--- src/rtl/sign_extension_pkg.sv ---
// Shared types and helpers for the sign/zero width extender.
`timescale 1ns/1ps

package sign_extension_pkg;

  // Extension mode: replicate the MSB or fill the upper bits with zeros.
  typedef enum logic {
    EXT_SIGN = 1'b0,
    EXT_ZERO = 1'b1
  } ext_mode_e;

  // Fill bit for the upper part of the widened result. An unknown msb or
  // mode deliberately propagates as X instead of being cleaned up.
  function automatic logic ext_upper(input logic msb, input ext_mode_e mode);
    return (mode == EXT_ZERO) ? 1'b0 : msb;
  endfunction

endpackage

--- src/rtl/sign_extension_if.sv ---
// Bus bundle between a narrow producer and the width extender.
`timescale 1ns/1ps

interface sign_extension_if #(
  parameter int InputWidth  = 8,
  parameter int OutputWidth = 16
);

  logic signed [InputWidth-1:0]  in;
  logic                          in_valid;
  logic                          zero_ext;
  logic signed [OutputWidth-1:0] out;
  logic signed [OutputWidth-1:0] out_q;
  logic                          out_q_valid;

  // Producer side: drives the narrow value and mode, observes both results.
  modport master (
    output in, in_valid, zero_ext,
    input  out, out_q, out_q_valid
  );

  // Extender side: consumes the narrow value, produces both results.
  modport slave (
    input  in, in_valid, zero_ext,
    output out, out_q, out_q_valid
  );

endinterface

--- src/rtl/sign_extension_core.sv ---
// Purely combinational widening of an InputWidth value to OutputWidth bits.
`timescale 1ns/1ps

module sign_ext_core
  import sign_extension_pkg::*;
#(
  parameter int InputWidth  = 8,
  parameter int OutputWidth = 16
) (
  input  logic signed [InputWidth-1:0]  in,
  input  logic                          zero_ext,
  output logic signed [OutputWidth-1:0] out
);

  if (OutputWidth > InputWidth) begin : g_widen
    logic fill;

    // Pick the replicated bit, then place it above the untouched input bits.
    always_comb begin
      fill = ext_upper(in[InputWidth-1], ext_mode_e'(zero_ext));
      out  = {{(OutputWidth - InputWidth){fill}}, in};
    end
  end else if (OutputWidth == InputWidth) begin : g_pass
    // No upper bits exist, so both modes reduce to a plain copy.
    always_comb begin
      out = in;
    end
  end else begin : g_invalid
    // Illegal narrowing configuration; the top level rejects it at elaboration.
    always_comb begin
      out = '0;
    end
  end

endmodule

--- src/rtl/sign_extension.sv ---
// Width extender top: combinational result plus a valid-qualified register stage.
`timescale 1ns/1ps

module sign_extension
  import sign_extension_pkg::*;
#(
  parameter int InputWidth  = 8,
  parameter int OutputWidth = 16
) (
  input  logic           clk,
  input  logic           rst_n,
  sign_extension_if.slave bus
);

  if (InputWidth < 1) begin : g_bad_input_width
    $error("sign_extension: InputWidth must be at least 1");
  end

  if (OutputWidth < InputWidth) begin : g_bad_output_width
    $error("sign_extension: OutputWidth must be >= InputWidth, truncation is not supported");
  end

  logic signed [OutputWidth-1:0] ext_out;
  logic signed [OutputWidth-1:0] data_d;
  logic signed [OutputWidth-1:0] data_q;
  logic                          valid_d;
  logic                          valid_q;

  sign_ext_core #(
    .InputWidth (InputWidth),
    .OutputWidth(OutputWidth)
  ) u_core (
    .in      (bus.in),
    .zero_ext(bus.zero_ext),
    .out     (ext_out)
  );

  // Capture the extension on valid beats; hold data otherwise while valid drops.
  always_comb begin
    data_d  = data_q;
    valid_d = bus.in_valid;
    if (bus.in_valid) begin
      data_d = ext_out;
    end
  end

  // Output register stage; reset discards any in-flight result immediately.
  always_ff @(posedge clk or negedge rst_n) begin
    if (!rst_n) begin
      data_q  <= '0;
      valid_q <= 1'b0;
    end else begin
      data_q  <= data_d;
      valid_q <= valid_d;
    end
  end

  assign bus.out         = ext_out;
  assign bus.out_q       = data_q;
  assign bus.out_q_valid = valid_q;

endmodule

--- src/flat_wrapper.sv ---
// flat-port wrapper written by rule: the top's interface ports become plain ports
module sign_extension_flat import sign_extension_pkg::*;
#(
  parameter int InputWidth  = 8,
  parameter int OutputWidth = 16
)
  (clk, rst_n, bus_in, bus_in_valid, bus_zero_ext, bus_out, bus_out_q, bus_out_q_valid);
  sign_extension_if #(.InputWidth(InputWidth), .OutputWidth(OutputWidth)) bus_i ();
  input  logic clk;
  input  logic rst_n;
  input wire logic [$bits(bus_i.in)-1:0] bus_in;
  input wire logic [$bits(bus_i.in_valid)-1:0] bus_in_valid;
  input wire logic [$bits(bus_i.zero_ext)-1:0] bus_zero_ext;
  output wire logic [$bits(bus_i.out)-1:0] bus_out;
  output wire logic [$bits(bus_i.out_q)-1:0] bus_out_q;
  output wire logic [$bits(bus_i.out_q_valid)-1:0] bus_out_q_valid;
  assign bus_i.in = bus_in;
  assign bus_i.in_valid = bus_in_valid;
  assign bus_i.zero_ext = bus_zero_ext;
  assign bus_out = bus_i.out;
  assign bus_out_q = bus_i.out_q;
  assign bus_out_q_valid = bus_i.out_q_valid;
  sign_extension #(.InputWidth(InputWidth), .OutputWidth(OutputWidth)) u_core (.clk(clk), .rst_n(rst_n), .bus(bus_i));
endmodule
--- config.mk ---
export PLATFORM = sky130hd
export DESIGN_NAME = sign_extension_flat
export DESIGN_NICKNAME = d
export VERILOG_FILES = /design/src/rtl/sign_extension_pkg.sv /design/src/rtl/sign_extension_if.sv /design/src/rtl/sign_extension_core.sv /design/src/rtl/sign_extension.sv /design/src/flat_wrapper.sv
export SDC_FILE = /design/constraint.sdc
export NUM_CORES = 1
export LEC_CHECK = 0
export BUFFER_PORTS_ARGS = -buffer_cell sky130_fd_sc_hd__buf_2
export CORE_MARGIN = 4
export CORE_UTILIZATION = 40
export CTS_BUF_LIST = sky130_fd_sc_hd__clkbuf_4
export CTS_CLUSTER_DIAMETER = 120
export DETAILED_ROUTE_END_ITERATION = 16
export PLACE_DENSITY_LB_ADDON = 0.08
export SETUP_SLACK_MARGIN = 0.05
export SYNTH_ARGS = -nofsm -noshare
export SYNTH_HDL_FRONTEND = slang
export SYNTH_SLANG_ARGS = --single-unit
--- constraint.sdc ---
create_clock -name clk -period 0.9 [get_ports clk]
set_input_delay 0.09 -clock clk [delete_from_list [all_inputs] [get_ports clk]]
set_output_delay 0.09 -clock clk [all_outputs]
set_load 0.01 [all_outputs]
==> impl_results.md, run 1 <==
* Status: finished with violations
* Failing checks: setup timing
* Post-synth cell types at 5
* Setup WS post-layout at -0.0496 ns
* CP max stage delay at roughly 0.44 ns
* Critical Path Sink Type: flop
* Die height at 45.9 um
* # clock sinks at 10
* Top Metal Used: met3
* Worst Setup EP: u_core.bus.out_q[8]$_DFFE_PN0P_
* CTS tree: built
* CP Max Fanout at 9
* Total power draw at 1.12 mW
* CTS buffer count at 3
* Top cells by count, synth: 23 x buf_4, 10 x dfrtp_1, 9 x mux2_4
* Combinational Power Share at 0.270
* DRT Wirelength at 980 um
* Via count at between 300 and 400
* Pint at approximately 800 uW
* Synth top area cells: dfrtp_1 43%, buf_4 30%, mux2_4 23%
* WP data arrival at 1.10 ns
* Layout cells sized above 1 at 0.847
* Final setup viols at 9
* Clock tree buffer depth at 2
* CORE AREA at approximately 0.0013 mm2
* Worst IR Drop VDD at roughly 0.86 mV
* Max Cap Viol at 0
* Clk slew on worst S/H paths at 0.07 ns
* Synthesized net count at 56
* RD Place Congestion at between 0.6 and 0.7
* Crit share post-route at 1.06
* First-pass GRT wire length at between 1000 and 1500 um
* Residual DRC at 0
* Post-Place Setup Slack at about 0.035 ns
* Post-Syn Area at about 580 um2
* Startpoint type of the worst setup path: flop
* Filler Cells Inserted at 123
* Sequential fraction of the synthesis area at 0.435
* Largest net degree at the start of global routing at 11
* CP Launch Point: u_core.bus.out_q[8]$_DFFE_PN0P_
* DP HPWL at 775 um
* Post-synth EDFFs at 0
* # H-tree levels at 1
* Initial Util at 0.432
* Top Ports at 45
* Die area at between 0.002 and 0.0025 mm2
* Final Hold Viols at 0
* Crit path required time at about 1.1 ns
* Drt wl/cell at about 11 um
* Max-slew violations at 0
* Top_reg_cell synth: dfrtp_1
* Synth warn at 0
* Post-synth ARST share at 1.00
* Worst Hold Class: input pin to flop
* ANT cells at 0
* Vias in the first global route at 307
* Rel. slew slack at 0.797
* P_leak at 0.415 nW
* # port buffers at 44
* Count leader, synth: buf_4
* Root Buffer: clkbuf_4
* Crit. path cell count at 2
* Minimum clock period at 0.950 ns
* Achievable frequency at roughly 1.1 GHz
* Final net count at 85
* Metal3 WL at around 190 um
* Final core utilization at 0.520
* Synthesis-to-finish area growth at 20.4%
* Setup Skew at 0 ns
* Pwr Density at around 1600 mW/mm2
* Die Width at about 46 um
* Wl on met1 at ~360 um
* Register share of total power at 0.460
* Switching Fraction at 0.272
* Post-synth top area cell: dfrtp_1
* Setup TNS at -0.405 ns
* Grt ovf at 0
* Largest delay share family, worst path: flip-flops
* Clock power share at 0.269
* Worst Tran Pin Value at roughly 0.3 ns
* CP Cell Sequence: buf_4 -> mux2_4
* CP Class: flop to flop
* Clk_lat worst skew at ~0.25 ns
* Met2 Wirelength at approximately 440 um
* Net Switching at slightly above 300 uW
* Top-area cell type share of the netlist area at 0.435
* Syn_area_per_cell at around 13 um2
* DR iter-0 viols at 0
* TritonRoute pass-1 iters at 1
* Worst R2R Path Depth at 2
* R2R setup slack at -0.05 ns
* CP max-delay cell: dfrtp_2
* Yosys reg bits at 10
* Row count at 13
* Initial antenna violation count at 0
* Gr usage total at 0.0965
* Vias/cell at around 4.2
* Cells after Synth at 44
* Buffers and inverters on the worst path at 1
* RSZ-0062 raised after global routing: true
* Routed Antenna Nets at 0
* FF-to-FF End: u_core.bus.out_q[8]$_DFFE_PN0P_
* Worst flop-to-flop path startpoint: u_core.bus.out_q[8]$_DFFE_PN0P_
final cells by class:
type                       count  area (um2)  area share
sequential                    10         251       0.363
timing repair buffer          48         253       0.365
tap                           15        18.8      0.0271
clock inverter                 1        3.75     0.00542
multi-input combinational     10         144       0.208
clock buffer                   3        22.5      0.0325
routing by layer:
metal  vias up  track usage
met3         0       0.0711
met2        32        0.159
li1        173            -
met5         -            0
met1       162       0.0988
met4         0       0.0170
through the flow:
step	cell area [um2]	hold WS [ns]	std cells
2_1_floorplan	577	-0.206	44
3_3_place_gp	632	-0.0327	79
3_5_place_dp	632	-0.0424	79
4_1_cts	671	0.0583	84
5_1_grt	693	0.0573	87
6_report	693	0.0675	87
kinds of logic after synthesis:
kind of cell	after synthesis	synth area share
multiplexers	9	0.235
buffers and inverters	24	0.320
AND/OR/NAND/NOR	1	0.0109
flip-flops	10	0.435
worst min-delay path by stage:
stage / to / startpoint / depth (start not counted)
after global placement: u_core.bus.out_q[7]$_DFFE_PN0P_ / rst_n / 1
final: u_core.bus.out_q[5]$_DFFE_PN0P_ / bus_in[5] / 2
after global routing: u_core.bus.out_q[1]$_DFFE_PN0P_ / bus_in[1] / 2
after floorplan: u_core.bus.out_q[0]$_DFFE_PN0P_ / rst_n / 0
after detailed placement: u_core.bus.out_q_valid$_DFF_PN0_ / rst_n / 1
after CTS: u_core.bus.out_q[5]$_DFFE_PN0P_ / bus_in[5] / 2
state kept, by name (all words and copies together) (netlist names):
register,flops
u_core.bus.out_q_valid,1
u_core.bus.out_q,9
repair_timing:
action                                  CTS  global route
pin swaps                                 0             0
hold buffers                              1             0
endpoints found under the setup margin   25            18
buffers inserted                          0             3
hold endpoints to repair                 10             0
resized for setup                         1             0
power by group through the flow:
stage	clock network [mW]	registers, mW	logic [mW]
final	0.302	0.517	0.304
after global routing	0.356	0.523	0.331
after CTS	0.323	0.520	0.290
after detailed placement	0	0.527	0.286
after global placement	0	0.527	0.284
after floorplan	0	0.548	0.210
layout by cell type (no fill, tap or decap):
cell type      synthesis  final
buf_4                 23      3
dlygate4sd3_1          0      1
mux2_4                 9      9
dfrtp_1               10      9
buf_2                  0     44
clkinv_1               0      1
nor2b_2                0      1
dfrtp_2                0      1
clkbuf_4               0      3
No activity file was read; power rests on OpenSTA's default activity.
==> run 2: changes to the inputs <==
- CORE_UTILIZATION: 40 -> 43
- clock period: 0.9 -> 1.15 ns (I/O delays scaled with it)
==> impl_results.md, run 2 (synthesis gave the netlist of run 1 again) <==
* Crit path required time at 1.03 ns (-0.02 ns)
* Most common cell after layout, fill and taps aside: buf_2
* Most frequent cells in the layout: 44 x buf_2, 10 x dfrtp_1, 9 x mux2_4
* Worst Hold Slack at 0.0989 ns (+0.0314 ns)
* # Post-CTS Setup Buffers at 0 (unchanged)
* Buffers and inverters on the worst path at 1 (unchanged)
* CTS Hold Bufs at 1 (unchanged)
* CTS tree: built
* Drt wl/cell at 12.1 um (+7.2%)
* Row count at 12 (-1)
* Worst R2R Path Depth at 1 (-1)
* Worst Hold Class: input pin to flop
* Cts repair resizes at 0 (-1)
* Max-slew violations at 0 (unchanged)
* CP max-delay cell: dfrtp_1
* Final net count at 82 (-3.5%)
* Die area at 0.00199 mm2 (-5.8%)
* Die Width at 44.6 um (-2.9%)
* Crit share post-route at 0.853
* Root Buffer: clkbuf_4
* Pwr Density at 1300 mW/mm2 (-20%)
* Largest register FFs at 9 (unchanged)
* CP Class: flop to output pin
* DR iter-0 viols at 1 (+1)
* # H-tree levels at 1 (unchanged)
* Final Hold Viols at 0 (unchanged)
* Clk_lat worst skew at 0.26 ns (about the same)
* Vias in the first global route at 345 (+12%)
* Minimum clock period at between 0.9 and 1 ns
* R2R setup slack at 0.31 ns (+0.36 ns)
* Worst IR Drop VDD at 0.655 mV (-23%)
* CP max stage delay at 0.44 ns (about the same)
* Startpoint type of the worst setup path: flop
* Vias/cell at 4.07 (-3.5%)
* Clock tree buffer depth at 2 (unchanged)
* Hold_sp: bus_in[2]
* Via count at 338 (-7.9%)
* Clk slew on worst S/H paths at 0.06 ns (about the same)
* RD Place Congestion at 0.609 (+0.51%)
* Achievable frequency at 1.02 GHz
* Cell depth of the worst hold path at 2 (unchanged)
* Initial Util at 0.485 (+0.0537)
* First-pass GRT wire length at 1550 um (+12%)
* Gr usage total at 0.114 (+0.0171)
* FF-to-FF End: u_core.bus.out_q[8]$_DFFE_PN0P_
* Setup TNS at 0 ns (+0.405 ns)
* CP Cell Sequence: buf_2
* Initial antenna violation count at 0 (unchanged)
* WP data arrival at 0.87 ns (-0.23 ns)
* Worst flop-to-flop path startpoint: u_core.bus.out_q[8]$_DFFE_PN0P_
* Synthesis-to-finish area growth at 15.7%
* P_leak at 0.400 nW (-3.5%)
* # port buffers at 44 (unchanged)
* Largest delay share family, worst path: flip-flops
* WHS Endpoint: u_core.bus.out_q[2]$_DFFE_PN0P_
* Largest net degree at the start of global routing at 11 (unchanged)
* Max Cap Viol at 0 (unchanged)
* Routed Antenna Nets at 0 (unchanged)
* Status: finished, final reports clean
* Top Ports at 45 (unchanged)
* # clock sinks at 10 (unchanged)
* RSZ-0062 raised after global routing: false
* Rel. slew slack at 0.734 (-0.0626)
* ANT cells at 0 (unchanged)
* Critical Path Sink Type: output pin
* Setup Skew at 0 ns (unchanged)
* Grt ovf at 0 (unchanged)
* CTS buffer count at 3 (unchanged)
* Final core utilization at 0.561 (+0.0415)
* Layout cells sized above 1 at 0.812 (-0.0356)
* Die height at 44.6 um (-2.9%)
* DRT Wirelength at 1000 um (+2.2%)
* Final setup viols at 0 (-9)
* Residual DRC at 0 (unchanged)
* CP Max Fanout at 9 (unchanged)
* CORE AREA at 0.00119 mm2 (-11%)
* DP HPWL at 785 um (+1.3%)
* TritonRoute pass-1 iters at 2 (+1)
* Worst Tran Pin Value at 0.398 ns (+0.0931 ns)
## run 2: area by class of cell
class,count,area [um2]
fillers,111,520
flip-flops and latches,10,250
repair buffers,45,230
multi-input cells,10,141
clock buffers,3,22.5
well taps,14,17.5
clock inverters,1,3.75
## run 2: where the power goes
| group | total [mW] | switching (mW) | internal [mW] |
|---|---|---|---|
| logic | 0.224 | 0.107 | 0.117 |
| registers | 0.404 | 0.0189 | 0.385 |
| clock network | 0.235 | 0.110 | 0.125 |
## run 2: per-stage QoR
step	cells	total power [mW]	setup slack, ns	area, um2
finish	83	0.862	0.169	666
global route	83	0.932	0.0738	666
CTS	83	0.887	0.136	666
detailed placement	78	0.636	0.244	629
global placement	78	0.634	0.287	629
floorplan	44	0.592	0.283	576
## run 2: how the worst max path moves through the flow
stage	endpoint	slack, ns	cells after the start	start
floorplan	u_core.bus.out_q[8]$_DFFE_PN0P_	0.28	1	u_core.bus.out_q[8]$_DFFE_PN0P_
global placement	u_core.bus.out_q[4]$_DFFE_PN0P_	0.29	2	bus_in_valid
detailed placement	bus_out[14]	0.24	3	bus_in[7]
CTS	bus_out_q[12]	0.14	1	u_core.bus.out_q[8]$_DFFE_PN0P_
global route	bus_out_q[14]	0.07	1	u_core.bus.out_q[8]$_DFFE_PN0P_
finish	bus_out_q[9]	0.17	1	u_core.bus.out_q[8]$_DFFE_PN0P_
## run 2: per-layer routing
metal	track usage	part of all wire	wire, um
met5	0	0	0
met4	0.0723	0	0
met3	0.0610	0.094	94
met2	0.169	0.50	504
met1	0.125	0.40	403
